==> src/rtl/lsu_ctrl_pkg.sv <==
`default_nettype none
// ============================================================================
//  Module   : lsu_ctrl_pkg
//  Purpose  : Shared definitions for the load/store unit controller: access
//             size encodings, memory-lane constant, FSM state enum, default
//             memory depth and the request legality check.
//  Ports    : (package - no ports)
//  Revision : 1.0 - initial release
// ============================================================================
package lsu_ctrl_pkg;

    // Number of 32-bit words in the attached data memory unless overridden.
    localparam int unsigned MEM_DEPTH_DEFAULT = 256;

    // Access size encodings carried on req_size.
    localparam logic [1:0] SZ_BYTE = 2'b00;
    localparam logic [1:0] SZ_HALF = 2'b01;
    localparam logic [1:0] SZ_WORD = 2'b10;
    localparam logic [1:0] SZ_ILL  = 2'b11;

    // The memory is always accessed as a full word; lanes are handled here.
    localparam logic [1:0] MEM_LS_WORD = 2'b10;

    typedef enum logic [2:0] {
        S_IDLE    = 3'd0,
        S_SETUP   = 3'd1,
        S_RD_STB  = 3'd2,
        S_CAPTURE = 3'd3,
        S_MERGE   = 3'd4,
        S_WR_STB  = 3'd5,
        S_RESP    = 3'd6
    } state_e;

    // A request is rejected when its size is reserved, it is misaligned for
    // its size, or its word index falls outside the attached memory.
    function automatic logic req_illegal(
        input logic [1:0]  size,
        input logic [31:0] addr,
        input int unsigned depth
    );
        logic bad;
        bad = 1'b0;
        case (size)
            SZ_BYTE: bad = 1'b0;
            SZ_HALF: bad = addr[0];
            SZ_WORD: bad = |addr[1:0];
            default: bad = 1'b1;
        endcase
        if ({2'b00, addr[31:2]} >= 32'(depth)) begin
            bad = 1'b1;
        end
        return bad;
    endfunction

endpackage
`default_nettype wire

==> src/rtl/lsu_lane.sv <==
`default_nettype none
// ============================================================================
//  Module   : lsu_lane
//  Purpose  : Combinational byte/half-word lane logic shared by the load and
//             store paths. Extracts and extends the addressed lane of a word
//             for loads, and merges store data into that lane for stores.
//  Ports    : word_i     - memory word being read or modified
//             data_i     - right-aligned store data
//             addr_lo_i  - byte offset within the word
//             size_i     - access size (SZ_BYTE / SZ_HALF / SZ_WORD)
//             unsigned_i - 1 = zero-extend loads, 0 = sign-extend
//             load_o     - extracted, extended load result
//             merge_o    - word_i with the addressed lane replaced by data_i
//  Revision : 1.0 - initial release
// ============================================================================
module lsu_lane
    import lsu_ctrl_pkg::*;
(
    input  logic [31:0] word_i,
    input  logic [31:0] data_i,
    input  logic [1:0]  addr_lo_i,
    input  logic [1:0]  size_i,
    input  logic        unsigned_i,
    output logic [31:0] load_o,
    output logic [31:0] merge_o
);

    logic [4:0]  w_byte_sh;
    logic [4:0]  w_half_sh;
    logic [7:0]  w_byte;
    logic [15:0] w_half;

    // Byte lane starts at offset*8; half lane only depends on addr[1].
    assign w_byte_sh = {addr_lo_i, 3'b000};
    assign w_half_sh = {addr_lo_i[1], 4'b0000};
    assign w_byte    = word_i[w_byte_sh +: 8];
    assign w_half    = word_i[w_half_sh +: 16];

    always_comb begin
        load_o  = word_i;
        merge_o = word_i;
        case (size_i)
            SZ_BYTE: begin
                load_o                 = {{24{w_byte[7] & ~unsigned_i}}, w_byte};
                merge_o[w_byte_sh +: 8] = data_i[7:0];
            end
            SZ_HALF: begin
                load_o                  = {{16{w_half[15] & ~unsigned_i}}, w_half};
                merge_o[w_half_sh +: 16] = data_i[15:0];
            end
            default: begin
                load_o  = word_i;
                merge_o = data_i;
            end
        endcase
    end

endmodule
`default_nettype wire

==> src/rtl/lsu_ctrl.sv <==
`default_nettype none
// ============================================================================
//  Module   : lsu_ctrl
//  Purpose  : Single-outstanding load/store controller in front of a
//             word-wide strobed data memory. Sub-word stores are done as a
//             read-modify-write; loads are lane-extracted and extended.
//  Ports    : clk, rst_n                  - clock, async active-low reset
//             req_*_i / req_ready_o       - request from execute stage
//             mem_addr_o (word index), mem_ls_o, mem_read_flag_o,
//             mem_write_flag_o, mem_wdata_o, mem_rdata_i - data memory
//             wb_valid_o, wb_rd_o, wb_data_o, wb_ready_i  - load writeback
//             st_done_o                   - store completion pulse
//             err_o                       - rejected request pulse
//  Timing   : request accepted at edge N;
//             load     - wb_valid high after edge N+3 (earliest take N+4)
//             word st  - write strobe / st_done after edge N+1
//             sub-word - write strobe / st_done after edge N+4
//             illegal  - err high after edge N, back in IDLE
//  Revision : 1.0 - initial release
// ============================================================================
module lsu_ctrl
    import lsu_ctrl_pkg::*;
#(
    parameter int unsigned MEM_DEPTH = MEM_DEPTH_DEFAULT
) (
    input  logic        clk,
    input  logic        rst_n,
    input  logic        req_valid_i,
    output logic        req_ready_o,
    input  logic        req_we_i,
    input  logic [1:0]  req_size_i,
    input  logic        req_unsigned_i,
    input  logic [31:0] req_addr_i,
    input  logic [31:0] req_wdata_i,
    input  logic [4:0]  req_rd_i,
    output logic [31:0] mem_addr_o,
    output logic [1:0]  mem_ls_o,
    output logic        mem_read_flag_o,
    output logic        mem_write_flag_o,
    output logic [31:0] mem_wdata_o,
    input  logic [31:0] mem_rdata_i,
    output logic        wb_valid_o,
    output logic [4:0]  wb_rd_o,
    output logic [31:0] wb_data_o,
    input  logic        wb_ready_i,
    output logic        st_done_o,
    output logic        err_o
);

    state_e      state_q, state_d;

    logic [31:0] addr_q;
    logic [1:0]  size_q;
    logic        uns_q;
    logic        we_q;
    logic [31:0] wdata_q;
    logic [4:0]  rd_q;
    logic [31:0] rdata_q;
    logic [31:0] wr_word_q;
    logic        err_q;

    logic        w_accept;
    logic        w_illegal;
    logic [31:0] w_lane_load;
    logic [31:0] w_lane_merge;

    assign w_accept  = req_valid_i && (state_q == S_IDLE);
    assign w_illegal = req_illegal(req_size_i, req_addr_i, MEM_DEPTH);

    // One lane instance serves both directions: it always looks at the
    // captured memory word, so the load result and the merged store word
    // are both derived from the same registered source.
    lsu_lane u_lane (
        .word_i     (rdata_q),
        .data_i     (wdata_q),
        .addr_lo_i  (addr_q[1:0]),
        .size_i     (size_q),
        .unsigned_i (uns_q),
        .load_o     (w_lane_load),
        .merge_o    (w_lane_merge)
    );

    // ------------------------------------------------------------------
    // State register
    // ------------------------------------------------------------------
    always_ff @(posedge clk or negedge rst_n) begin
        if (!rst_n) begin
            state_q <= S_IDLE;
        end else begin
            state_q <= state_d;
        end
    end

    // ------------------------------------------------------------------
    // Next state and state-decoded outputs
    // ------------------------------------------------------------------
    always_comb begin
        state_d          = state_q;
        req_ready_o      = 1'b0;
        mem_read_flag_o  = 1'b0;
        mem_write_flag_o = 1'b0;
        wb_valid_o       = 1'b0;
        st_done_o        = 1'b0;
        case (state_q)
            S_IDLE: begin
                req_ready_o = 1'b1;
                if (w_accept && !w_illegal) begin
                    state_d = S_SETUP;
                end
            end
            S_SETUP: begin
                // Full-word stores need no read; everything else reads first.
                if (we_q && (size_q == SZ_WORD)) begin
                    state_d = S_WR_STB;
                end else begin
                    state_d = S_RD_STB;
                end
            end
            S_RD_STB: begin
                mem_read_flag_o = 1'b1;
                state_d         = S_CAPTURE;
            end
            S_CAPTURE: begin
                state_d = we_q ? S_MERGE : S_RESP;
            end
            S_MERGE: begin
                state_d = S_WR_STB;
            end
            S_WR_STB: begin
                mem_write_flag_o = 1'b1;
                st_done_o        = 1'b1;
                state_d          = S_IDLE;
            end
            S_RESP: begin
                wb_valid_o = 1'b1;
                if (wb_ready_i) begin
                    state_d = S_IDLE;
                end
            end
            default: begin
                state_d = S_IDLE;
            end
        endcase
    end

    // ------------------------------------------------------------------
    // Request latch, captured read data and write word
    // ------------------------------------------------------------------
    always_ff @(posedge clk or negedge rst_n) begin
        if (!rst_n) begin
            addr_q    <= '0;
            size_q    <= SZ_BYTE;
            uns_q     <= 1'b0;
            we_q      <= 1'b0;
            wdata_q   <= '0;
            rd_q      <= '0;
            rdata_q   <= '0;
            wr_word_q <= '0;
            err_q     <= 1'b0;
        end else begin
            err_q <= w_accept && w_illegal;
            // Rejected requests are not latched so the memory-facing
            // outputs never move for them.
            if (w_accept && !w_illegal) begin
                addr_q    <= req_addr_i;
                size_q    <= req_size_i;
                uns_q     <= req_unsigned_i;
                we_q      <= req_we_i;
                wdata_q   <= req_wdata_i;
                rd_q      <= req_rd_i;
                wr_word_q <= req_wdata_i;
            end
            if (state_q == S_CAPTURE) begin
                rdata_q <= mem_rdata_i;
            end
            if (state_q == S_MERGE) begin
                wr_word_q <= w_lane_merge;
            end
        end
    end

    assign mem_addr_o  = {2'b00, addr_q[31:2]};
    assign mem_ls_o    = MEM_LS_WORD;
    assign mem_wdata_o = wr_word_q;
    assign wb_rd_o     = rd_q;
    // Result only presented while offered so the bus reads zero otherwise.
    assign wb_data_o   = (state_q == S_RESP) ? w_lane_load : 32'h0;
    assign err_o       = err_q;

endmodule
`default_nettype wire

==> config.mk <==
export PLATFORM = sky130hd
export DESIGN_NAME = lsu_ctrl
export DESIGN_NICKNAME = d
export VERILOG_FILES = /design/src/rtl/lsu_ctrl_pkg.sv /design/src/rtl/lsu_lane.sv /design/src/rtl/lsu_ctrl.sv
export SDC_FILE = /design/constraint.sdc
export NUM_CORES = 1
export LEC_CHECK = 0
export ABC_AREA = 0
export BUFFER_PORTS_ARGS = -buffer_cell sky130_fd_sc_hd__buf_2
export CORE_MARGIN = 3
export CORE_UTILIZATION = 47
export CTS_CLUSTER_SIZE = 10
export DETAILED_ROUTE_END_ITERATION = 16
export PLACE_DENSITY_LB_ADDON = 0.3
export SLEW_MARGIN = 20
export SYNTH_ARGS = -nofsm -noshare
export SYNTH_HDL_FRONTEND = slang
export SYNTH_HIERARCHICAL = 1
export SYNTH_SLANG_ARGS = --single-unit
==> constraint.sdc <==
create_clock -name clk -period 7.3 [get_ports clk]
set_input_delay 0.365 -clock clk [delete_from_list [all_inputs] [get_ports clk]]
set_output_delay 0.365 -clock clk [all_outputs]
set_load 0.05 [all_outputs]
==> reports/metrics.cfg <==
[worst_setup_path]
path_delay_family=simple AND/OR/NAND/NOR gates
cp-start-kind=flip-flop
critPathArrivalTime_ns=3.00
path_max_fanout=73
worst-setup-path-type=reg -> out
crit_chain=buf_4 > or3b_1 > o32ai_2 > nor2b_1 > a221o_1 > and3_1 > buf_2
worst-path-buf-inv=2
max_stage_delay_ns=0.57
crit_required_ns=6.93
crit_path_end_kind=output pin
crit_slowest_cell=nor2b_1

[synthesis]
yosysWarnings=6
ys_async_sr_fraction_pct=100.0
ys.flop_type=dfrtp_1
yosysSeqAreaShare_pct=45.03
syn_avg_cell_area_um2=10.90
synth-edff-count=0
synth.distinct_cells=53
synth.ff_latch_count=141
netlist_instances=719
synth_area_um2=7835

[power_and_ir_drop]
power.total_mw=3.293
power_density_nw_per_um2=350.5
leakage_nw=4.892
ir_drop_mv=0.2357

[routing]
met3_length_um=2049
drcViolationCount=0
post_drt_wl_per_cell_um=20.10
firstDrtPassIters=6
ant_nets=0
routed_wl_um=22150
vias=6295
dr.max_layer_used=met4
dr_wl_met2_um=10180
wl_met1_um=9483
via_per_inst=5.712
dr.first_iter.drc_count=667

[place]
finalWeightedCongestion=0.9044
numPortBuffers=213
place_inst=1069
post-place-ws_ns=4.377
dp_hpwl_um=15390
place_area_um2=8727

[clock_tree]
cts-resized-gates=0
clockRootBuffer=clkbuf_16
cts_setup_buffers=0
cts-hold-fix-buffers=1
cts_buffers=17
cts.path.max_buffers=2
worst_skew_pair.late_latency_ns=0.42
cts_max_level=4
tritoncts=built
clk_pin_slew_ns=0.06
clock-sinks=141

[run_status]
outcome=completed

[global_routing]
grt.overflow.total=0
grt_pass1_wl_um=34260
grtUsageTotal_pct=24.07
grt_pass1_vias=6105
grt_max_degree=75
antenna_found_initial=0

[final_layout]
n_antenna_cell=0
fin_cells=1102
post-route-util_pct=58.29
fin_area_um2=9394
synthToLayoutAreaGrowth_pct=19.90
drive_gt1_share_pct=39.39
layout_common_cells=buf_2, dfrtp_1, nand2_1
fin_nets=987
final_common_cell=buf_2

[die]
rows=46
dieArea_um2=18260
ioPinCount=218
fp.dieH_um=135.1
start_util_pct=48.62
dieWidth_um=135.1
core_um2=16120

[sta]
worst_pin_slew_ns=1.034
fmax_ghz=0.2974
layout_min_cycle_time_ns=3.362
rsz0062_at_grt=false
hold_violations=0
setup_viol=0
final.setup.tns_ns=0
drv_slew=0
setup_ws_ns=3.938
slew_headroom_pct=31.07
finClkSkew_ns=0.009053
fin_crit_sh_pct=46.05
hold_ws_ns=0.1610

[worst_hold_path]
hold_class=in -> reg

[run]
maxCapViolCount=0

## area by class of cell
type,count,area [um^2]
sequential,141,3530
inverter,6,22.52
timing repair buffer,223,1150
tap,216,270.3
fill,1398,6721
multi-input combinational,484,3767
clock buffer,18,439.2
clock inverter,14,215.2
## sequential cells by signal (all words and copies together), names as in the netlist
register	flops
addr_q	32
mem_wdata_o	32
rdata_q	32
wdata_q	32
wb_rd_o	5
state_q	3
size_q	2
err_o	1
uns_q	1
we_q	1
## cell families (layout without fill, tap and decap cells)
group                    after synthesis  after routing  synth area share (%)
adder cells (fa/ha/maj)                5              5                0.7985
buffers and inverters                 96            261                 7.090
AND/OR/NAND/NOR                      217            217                 15.17
AO/OA/AOI/OAI                        159            159                 15.92
multiplexers                          99             99                 15.89
other                                  2              4               0.09585
flip-flops                           141            141                 45.03
## power by group
| group | internal (mW) | switching (mW) |
|---|---|---|
| clock | 0.616 | 0.340 |
| combinational | 0.431 | 0.715 |
| sequential | 0.937 | 0.255 |
| total | 1.98 | 1.31 |
## Yosys cell counts, types with 3 or more instances
cell	instances	share of area, %
a31oi_1	3	0.24
mux2i_1	10	1.3
ha_1	5	0.80
buf_2	21	1.3
buf_4	35	3.4
dfrtp_1	141	45
inv_1	5	0.24
nor4_1	4	0.32
and2_1	58	4.6
nand2b_1	7	0.56
mux2_1	8	1.1
buf_6	5	0.72
o21ai_0	21	1.3
a32oi_1	5	0.56
nor2b_1	7	0.56
clkbuf_1	27	1.3
a22oi_1	20	1.9
and4_1	4	0.45
a222oi_1	7	0.89
a21oi_1	28	1.8
mux2_4	38	7.3
and3_1	32	2.6
mux2_2	43	6.2
nor2_1	25	1.2
a221o_1	47	6.0
a22o_1	16	1.8
nand2_1	64	3.1
## worst paths after layout
path / depth (start not counted) / endpoint / startpoint / slack [ns]
min in group asynchronous: 2 / wb_rd_o[2]$_DFFE_PN0P_ / rst_n / 0.53
worst max register to register: 8 / mem_wdata_o[27]$_DFFE_PN0P_ / addr_q[1]$_DFFE_PN0P_ / 4.29
worst max-delay path: 7 / wb_data_o[15] / size_q[1]$_DFFE_PN0P_ / 3.94
max in group asynchronous: 3 / wdata_q[22]$_DFFE_PN0P_ / rst_n / 5.39
worst min-delay path: 2 / wb_rd_o[4]$_DFFE_PN0P_ / req_rd_i[4] / 0.16
worst min register to register: 1 / addr_q[21]$_DFFE_PN0P_ / addr_q[21]$_DFFE_PN0P_ / 0.47
## per-layer routing
| layer | up-vias | GRT usage [%] |
|---|---|---|
| li1 | 2908 | - |
| met1 | 3037 | 33.76 |
| met2 | 316 | 36.45 |
| met3 | 34 | 7.116 |
| met4 | 0 | 6.775 |
| met5 | - | 0 |
(Power assumes the default switching activity.)
